[config.mk]
export PLATFORM = sky130hd
export DESIGN_NAME = ring_phase_monitor
export DESIGN_NICKNAME = d
export VERILOG_FILES = /design/src/rtl/ring_pkg.sv /design/src/rtl/onehot_encode.sv /design/src/rtl/ring_phase_monitor.sv
export SDC_FILE = /design/constraint.sdc
export NUM_CORES = 1
export LEC_CHECK = 0
export ABC_AREA = 1
export CAP_MARGIN = 20
export CORE_MARGIN = 8
export CORE_UTILIZATION = 59
export CTS_BUF_LIST = sky130_fd_sc_hd__clkbuf_8
export DETAILED_ROUTE_END_ITERATION = 16
export PLACE_DENSITY = 0.93
export SLEW_MARGIN = 25
export SYNTH_ARGS = -nofsm -noshare
export SYNTH_HDL_FRONTEND = slang
export SYNTH_SLANG_ARGS = --single-unit
export TNS_END_PERCENT = 5
[constraint.sdc]
create_clock -name clk -period 7.13 [get_ports clk]
set_input_delay 1.426 -clock clk [delete_from_list [all_inputs] [get_ports clk]]
set_output_delay 1.426 -clock clk [all_outputs]
set_load 0.01 [all_outputs]
[src/rtl/ring_pkg.sv]
// Shared types and helpers for consumers of the one-hot ring counter.
// Lock FSM states, default ring geometry and the legal-advance rotation.
package ring_pkg;

    typedef enum logic [1:0] {
        UNLOCKED = 2'd0,
        ACQUIRE  = 2'd1,
        LOCKED   = 2'd2,
        FAULT    = 2'd3
    } mon_state_t;

    localparam int RING_WIDTH    = 4;
    localparam int RING_LOCK_CNT = 2;
    localparam int RING_MAX_W    = 64;

    // Right-rotate the low `width` bits of a zero-extended vector; bits above
    // width-1 come back as zero so callers can compare full-width values.
    function automatic logic [RING_MAX_W-1:0] rot_next(
        input logic [RING_MAX_W-1:0] vec,
        input int                    width
    );
        logic [RING_MAX_W-1:0] r;
        r = vec >> 1;
        for (int i = 0; i < RING_MAX_W; i++) begin
            if (i == width - 1) r[i] = vec[0];
        end
        return r;
    endfunction

endpackage

[src/rtl/onehot_encode.sv]
// Combinational one-hot checker and binary encoder for a ring phase vector.
// Unknown or multi-hot inputs report is_onehot = 0.
module onehot_encode #(
    parameter int WIDTH = 4,
    parameter int IW    = $clog2(WIDTH)
) (
    input  logic [WIDTH-1:0] vec,
    output logic             is_onehot,
    output logic [IW-1:0]    idx
);

    logic seen;
    logic multi;

    always_comb begin
        seen  = 1'b0;
        multi = 1'b0;
        idx   = '0;
        for (int i = 0; i < WIDTH; i++) begin
            if (vec[i]) begin
                if (seen) multi = 1'b1;
                seen = 1'b1;
                idx  = IW'(i);
            end
        end
        is_onehot = seen & ~multi;
    end

endmodule

[src/rtl/ring_phase_monitor.sv]
// Checks a one-hot ring's phase sequence, tracks lock, counts revolutions
// and logs faults; exposes a registered slot index for downstream logic.
module ring_phase_monitor
    import ring_pkg::*;
#(
    parameter int WIDTH    = RING_WIDTH,
    parameter int LOCK_CNT = RING_LOCK_CNT,
    parameter int IW       = $clog2(WIDTH)
) (
    input  logic             clk,
    input  logic             rst,
    input  logic [WIDTH-1:0] phase,
    input  logic             clear_err,
    output logic [IW-1:0]    idx,
    output logic             idx_valid,
    output logic             locked,
    output logic             err,
    output logic [7:0]       err_count,
    output logic [15:0]      rev_count,
    output logic             rev_pulse
);

    localparam logic [3:0]       LOCK_V = 4'(LOCK_CNT);
    localparam logic [WIDTH-1:0] SLOT0  = WIDTH'(1);

    mon_state_t       state_q, state_d;
    logic [WIDTH-1:0] prev_q, prev_d;
    logic [3:0]       adv_cnt_q, adv_cnt_d;
    logic [IW-1:0]    idx_q, idx_d;
    logic             idx_valid_q, idx_valid_d;
    logic             locked_q, locked_d;
    logic             err_q, err_d;
    logic [7:0]       err_count_q, err_count_d;
    logic [15:0]      rev_count_q, rev_count_d;
    logic             rev_pulse_q, rev_pulse_d;

    logic                  ph_onehot;
    logic [IW-1:0]         enc_idx;
    logic [RING_MAX_W-1:0] ext_prev, ext_phase, exp_next;
    logic                  hold, advance, fault, rev;

    onehot_encode #(.WIDTH(WIDTH), .IW(IW)) u_enc (
        .vec       (phase),
        .is_onehot (ph_onehot),
        .idx       (enc_idx)
    );

    // Comparisons are made at full helper width; the zero upper bits match.
    always_comb begin
        ext_prev                = '0;
        ext_phase               = '0;
        ext_prev[WIDTH-1:0]     = prev_q;
        ext_phase[WIDTH-1:0]    = phase;
        exp_next                = rot_next(ext_prev, WIDTH);
        hold                    = ph_onehot && (ext_phase == ext_prev);
        advance                 = ph_onehot && (ext_phase == exp_next);
    end

    always_comb begin
        state_d   = state_q;
        prev_d    = prev_q;
        adv_cnt_d = adv_cnt_q;
        fault     = 1'b0;
        rev       = 1'b0;
        unique case (state_q)
            UNLOCKED: begin
                if (ph_onehot) begin
                    prev_d    = phase;
                    adv_cnt_d = '0;
                    state_d   = ACQUIRE;
                end
            end
            ACQUIRE: begin
                if (advance) begin
                    prev_d    = phase;
                    adv_cnt_d = adv_cnt_q + 4'd1;
                    if (adv_cnt_d == LOCK_V) state_d = LOCKED;
                end else if (!hold) begin
                    state_d = UNLOCKED;
                end
            end
            LOCKED: begin
                if (advance) begin
                    prev_d = phase;
                    rev    = (phase == SLOT0);
                end else if (!hold) begin
                    fault   = 1'b1;
                    state_d = FAULT;
                end
            end
            FAULT:   state_d = UNLOCKED;
            default: state_d = UNLOCKED;
        endcase
    end

    // A fault in the same cycle as clear_err keeps the flag set.
    always_comb begin
        idx_d       = ph_onehot ? enc_idx : idx_q;
        idx_valid_d = ph_onehot;
        locked_d    = (state_d == LOCKED);
        rev_pulse_d = rev;
        rev_count_d = rev_count_q + 16'(rev);
        err_d       = fault ? 1'b1 : (clear_err ? 1'b0 : err_q);
        err_count_d = (fault && err_count_q != 8'hFF) ? err_count_q + 8'd1 : err_count_q;
    end

    always_ff @(posedge clk) begin
        if (rst) begin
            state_q     <= UNLOCKED;
            prev_q      <= '0;
            adv_cnt_q   <= '0;
            idx_q       <= '0;
            idx_valid_q <= 1'b0;
            locked_q    <= 1'b0;
            err_q       <= 1'b0;
            err_count_q <= '0;
            rev_count_q <= '0;
            rev_pulse_q <= 1'b0;
        end else begin
            state_q     <= state_d;
            prev_q      <= prev_d;
            adv_cnt_q   <= adv_cnt_d;
            idx_q       <= idx_d;
            idx_valid_q <= idx_valid_d;
            locked_q    <= locked_d;
            err_q       <= err_d;
            err_count_q <= err_count_d;
            rev_count_q <= rev_count_d;
            rev_pulse_q <= rev_pulse_d;
        end
    end

    assign idx       = idx_q;
    assign idx_valid = idx_valid_q;
    assign locked    = locked_q;
    assign err       = err_q;
    assign err_count = err_count_q;
    assign rev_count = rev_count_q;
    assign rev_pulse = rev_pulse_q;

endmodule

# Word level (Yosys, flattened, before mapping)
# Index checks and enable logic that the tools add are counted.
[totals]
word_cells = 70
reg_bits = 40
output_inout_bits = 30
[classes]
n_reduce_logical = 10
n_eq_ne = 12
bitwise = 2
n_addsub = 3
mux = 33
[op_table]
columns = ["operator", "n"]
rows = [
  ["$mux W1", 18],
  ["$add A16 B1 Y16", 1],
  ["$mux W2", 8],
  ["$mux W4", 4],
  ["$pmux W4 S2", 2],
  ["$add A8 B1 Y8 const B", 1],
  ["$eq A4 B4 Y1", 2],
  ["$ne A8 B8 Y1 const B", 1],
  ["$pmux W2 S4", 1],
  ["$eq A2 B2 Y1 const B", 3],
  ["$reduce_and A3 Y1", 2],
  ["$reduce_bool A2 Y1", 3],
  ["$add A4 B1 Y4 const B", 1],
  ["$eq A4 B1 Y1 const B", 1],
  ["$eq A4 B2 Y1 const B", 1],
  ["$ne A2 B2 Y1 const B", 2],
  ["$logic_and A1 B1 Y1", 3],
  ["$eq A2 B1 Y1 const B", 1],
  ["$logic_not A2 Y1", 1],
  ["$ne A2 B1 Y1 const B", 1],
  ["$reduce_or A2 Y1", 1],
  ["$and A1 B1 Y1", 1],
  ["$not A1 Y1", 1],
]

# Longest topological paths before layout
[depth]
depth_word = 14
ltp_mapped = 17
depth_no_buf = 17

# Cells and area by module
# A second synthesis with hierarchy kept.
[hier_totals]
hier_cells = 311
area_unflattened_um2 = 2227.1
[by_module_without_submodules]
columns = ["mod", "cells_per_inst", "seq_area_each_um2", "instances", "area_per_inst_um2"]
rows = [
  ["ring_phase_monitor", 295, 800.8, 1, 2164.6],
  ["onehot_encode", 16, 0.0, 1, 62.6],
]

# Worst setup path after synthesis
# No wires, ideal clock.
[synth_path]
kind = "input port to flip-flop"
startpoint = "input phase[2]"
endpoint = "register rev_count_q[12] (netlist: rev_count[12])"
setup_time_ns = 0.119
n_path_buf = 0
arrival_ns = 3.250
path_stages = 16
slack_ns = 3.760
cell_sequence = "inv_2 nand2_4 nand2_1 nand2_4 inv_8 nand2_4 nor3_1 ha_1 ha_1 nand3_1 nor3_1 nand2_1 nor3_1 nand2_1 o21ai_0 a21oi_1"
[synth_between]
elab_chain_len = 9
elab_cells_between_ends = 13
classes_between = "add/sub (1); eq/ne (2); mux (7); bitwise (2); reduce/logical (1)"
[synth_lines]
columns = ["item", "line_no", "text"]
rows = [
  ["start, declared", "ring_phase_monitor.sv:12", "input logic [WIDTH-1:0] phase,"],
  ["$mux W1", "onehot_encode.sv:20", "if (vec[i]) begin"],
  ["$mux W1", "onehot_encode.sv:21", "if (seen) multi = 1'b1;"],
  ["$mux W1", "onehot_encode.sv:20", ""],
  ["$not A1 Y1", "onehot_encode.sv:26", "is_onehot = seen & ~multi;"],
  ["$and A1 B1 Y1", "onehot_encode.sv:26", ""],
  ["$logic_and A1 B1 Y1", "ring_phase_monitor.sv:56", "advance = ph_onehot && (ext_phase == exp_next);"],
  ["$mux W1 *", "ring_phase_monitor.sv:83", "if (advance) begin"],
  ["$mux W1 *", "ring_phase_monitor.sv:65", "unique case (state_q)"],
  ["net rev", "ring_phase_monitor.sv:40", "logic hold, advance, fault, rev;"],
  ["$add A16 B1 Y16 *", "ring_phase_monitor.sv:102", "rev_count_d = rev_count_q + 16'(rev);"],
  ["end signal, assigned", "ring_phase_monitor.sv:128", "rev_count_q <= rev_count_d;"],
  ["end, declared", "ring_phase_monitor.sv:34", "logic [15:0] rev_count_q, rev_count_d;"],
]
# Mark *: on every way through the listed nets, which the timed path passes. The rest lies on a longest branch.
# A chain may end at the register's enable or synchronous reset.

# Worst setup path in the final report
[layout_path]
startpoint = "input phase[1]"
endpoint = "register rev_count_q[12] (netlist: rev_count[12])"
[layout_between]
elab_chain_len = 11
elab_cells_between_ends = 16
classes_between = "add/sub (1); eq/ne (2); mux (10); bitwise (2); reduce/logical (1)"
[layout_lines]
columns = ["item", "line_no"]
rows = [
  ["$mux W1", "onehot_encode.sv:20"],
  ["$mux W1", "onehot_encode.sv:21"],
  ["$mux W1", "onehot_encode.sv:20"],
  ["$mux W1", "onehot_encode.sv:21"],
  ["$mux W1", "onehot_encode.sv:20"],
  ["$not A1 Y1", "onehot_encode.sv:26"],
  ["$and A1 B1 Y1", "onehot_encode.sv:26"],
  ["$logic_and A1 B1 Y1", "ring_phase_monitor.sv:56"],
  ["$mux W1 *", "ring_phase_monitor.sv:83"],
  ["$mux W1 *", "ring_phase_monitor.sv:65"],
  ["net rev", "ring_phase_monitor.sv:40"],
  ["$add A16 B1 Y16 *", "ring_phase_monitor.sv:102"],
]
# Marks and branches as above.

==> impl_metrics.json <==
{
  "routedWlPerCell_um": 13.6,
  "maxSlewViolCount": 0,
  "vdd_ir_drop_max_mv": 0.180,
  "area_delta_synth_final_pct": 23.8,
  "ys_seq_area_share_pct": 36.3,
  "insertion_delay_ps": 300,
  "crit_type": "in -> reg",
  "max_freq_ghz": 0.244,
  "cts_resized": 0,
  "io_buffer_count": 36,
  "final_area_um2": 2730,
  "clock_skew_ps": 6.45,
  "wirelength_um": 5440,
  "synthesis.area_um2": 2210,
  "cts_tree": "done",
  "fill_cells": 280,
  "start_kind": "input port",
  "antenna_found_initial": 0,
  "cpPeakStageDelay_ps": 600,
  "diodes": 0,
  "nets": 367,
  "synth_nets": 328,
  "synth_enable_flop_cells": 0,
  "post_cts_buffers": 0,
  "dp_hpwl_um": 3760,
  "vias_per_cell": 5.43,
  "io_pins": 37,
  "rsz0062_at_grt": "no",
  "tightest_slew_ps": 793,
  "fin_total_pwr_uw": 761,
  "final_util_pct": 75.2,
  "vias": 2166,
  "grt_overflow_total": 0,
  "slew_headroom_pct": 47.0,
  "fp.dieArea_um2": 5960,
  "ant_nets": 0,
  "maxCapViolCount": 0,
  "crit_arrival_ps": 4300,
  "clk_pin_slew_ps": 80,
  "ys_types": 31,
  "status": "finished clean",
  "drc": 0,
  "crit_chain": "clkdlybuf4s50_1 -> inv_2 -> nand2_4 -> nand2_2 -> nand2_4 -> nand2_4 -> inv_8 -> nand2_4 -> nor3_1 -> ha_1 -> ha_1 -> nand3_1 -> nor3_1 -> nand2_1 -> nor3_1 -> nand2_1 -> o21ai_0 -> a21oi_1",
  "firstDrtPassIters": 4,
  "power.leakage_nw": 1.13,
  "grt_util_all_layers_pct": 18.7,
  "powerDensity_nw_per_um2": 278,
  "cpMaxStageDelayCell": "clkdlybuf4s50_1",
  "hold_violations": 0,
  "cts.sinks": 40,
  "gp_congestion": 0.885,
  "synth_warnings": 0,
  "drive_above_1_share_pct": 9.40,
  "syn_inst": 311,
  "htreeDepth": 2,
  "hold_slack_ps": 468,
  "tns_ps": 0,
  "synthFlopType": "dfxtp_1",
  "setup_slack_ps": 3030,
  "post-route-period-util_pct": 57.5,
  "syn_avg_cell_area_um2": 7.10,
  "cpMostUsedCell": "nand2_4",
  "rows": 22,
  "grt_max_degree": 22,
  "grt_pass1_vias": 2030,
  "min_path_type": "reg -> reg",
  "cts-root-buf": "clkbuf_8",
  "coreArea_um2": 3630,
  "synth-seq-cells": 40,
  "dp_cells": 391,
  "fp.dieW_um": 77.2,
  "die_h_um": 77.2,
  "setup_viol": 0,
  "ctsHoldBuffers": 0,
  "clockBufferDepth": 2,
  "preCtsSetupSlack_ps": 2850,
  "cts_buffers": 5,
  "initial_core_util_pct": 60.8,
  "end_kind": "flip-flop",
  "finalNonFillerCells": 399,
  "post_dp_cell_area_um2": 2610,
  "async_reset_ff_share_pct": 0,
  "worstPathRequired_ps": 7330,
  "grt_pass1_wl_um": 9330,
  "path_max_fanout": 10,
  "drt-initial-drc-count": 212,
  "fin_crit_ps": 4100
}
## synthesized netlist by cell type (3+ instances only)
library cell | n | area [µm²]
inv_2 | 4 | 15.0
nor3_1 | 8 | 40.0
ha_1 | 10 | 125
nor2_2 | 5 | 31.3
nand3_1 | 15 | 75.1
xnor2_1 | 5 | 43.8
xor2_1 | 6 | 52.6
inv_1 | 34 | 128
o21ai_0 | 13 | 65.1
clkbuf_1 | 3 | 11.3
nand4_1 | 11 | 68.8
nor2_1 | 35 | 131
dfxtp_1 | 40 | 801
nand2_2 | 4 | 25.0
a21oi_1 | 31 | 155
nand2_1 | 68 | 255
nand2_4 | 5 | 56.3
## layout by cell type (no fill, tap or decap), drive strengths merged
| master | instances |
|---|---|
| nand2 | 77 |
| nor2 | 41 |
| dfxtp | 40 |
| inv | 39 |
| clkdlybuf4s50 | 36 |
| a21oi | 31 |
| nand3 | 17 |
| o21ai | 16 |
| nand4 | 11 |
| ha | 10 |
| nor3 | 8 |
| xor2 | 6 |
| clkbuf | 6 |
| xnor2 | 5 |
| clkinv | 2 |
| nor4 | 2 |
| o21a | 1 |
| nand3b | 1 |
| a31oi | 1 |
| bufinv | 1 |
## cells by family (layout without fill, tap and decap cells)
logic type | Yosys count | in the layout | synth area share (%)
AOI/OAI and AO/OA | 49 | 49 | 12.0
xor gates and xnor gates | 11 | 11 | 4.36
adders and majority gates | 10 | 10 | 5.67
DFF | 40 | 40 | 36.3
and+or+nand+nor | 157 | 157 | 33.9
buffers and inverters | 44 | 84 | 7.87
## registers in the layout, indices dropped and copies added (netlist names)
signal / cells
adv_cnt_q: 4
err: 1
err_count: 8
idx: 2
idx_valid: 1
locked: 1
prev_q: 4
rev_count: 16
rev_pulse: 1
state_q: 2
## worst max-delay path: cells and delay by family
family	cells	cell delay (ps)
adder cells (fa/ha/maj)	2	420
AND/OR/NAND/NOR	11	1430
buffers and inverters	3	820
AO/OA/AOI/OAI	2	210
## worst paths after layout
path	slack, ps	end	depth (start not counted)	start
max	3030	rev_count[12]	18	phase[1]
min	470	err	2	err
max reg2reg	4230	rev_count[12]	13	state_q[0]
min reg2reg	470	err	2	err
## area by class of cell
class / instances / area [µm²] / share of cell area [%]
multi-input combinational: 227 / 1230 / 45.1
sequential: 40 / 801 / 29.3
timing repair buffer: 36 / 360 / 13.2
inverter: 40 / 158 / 5.77
clock buffer: 6 / 82.6 / 3.02
tap: 48 / 60.1 / 2.20
clock inverter: 2 / 38.8 / 1.42
## routing by layer
metal	track usage, %	vias to the layer above	share of wire (%)
met5	0	-	0
met4	7.17	0	2.0
met3	5.24	12	6.5
met2	31.9	78	49
met1	21.5	986	42
li1	-	1090	-
## report_power, final
part	internal, mW	switching (mW)	total, mW
Clock	0.115	0.0847	0.199
Sequential	0.254	0.0306	0.284
Combinational	0.106	0.172	0.278
Power figures use the tool's default switching activity.
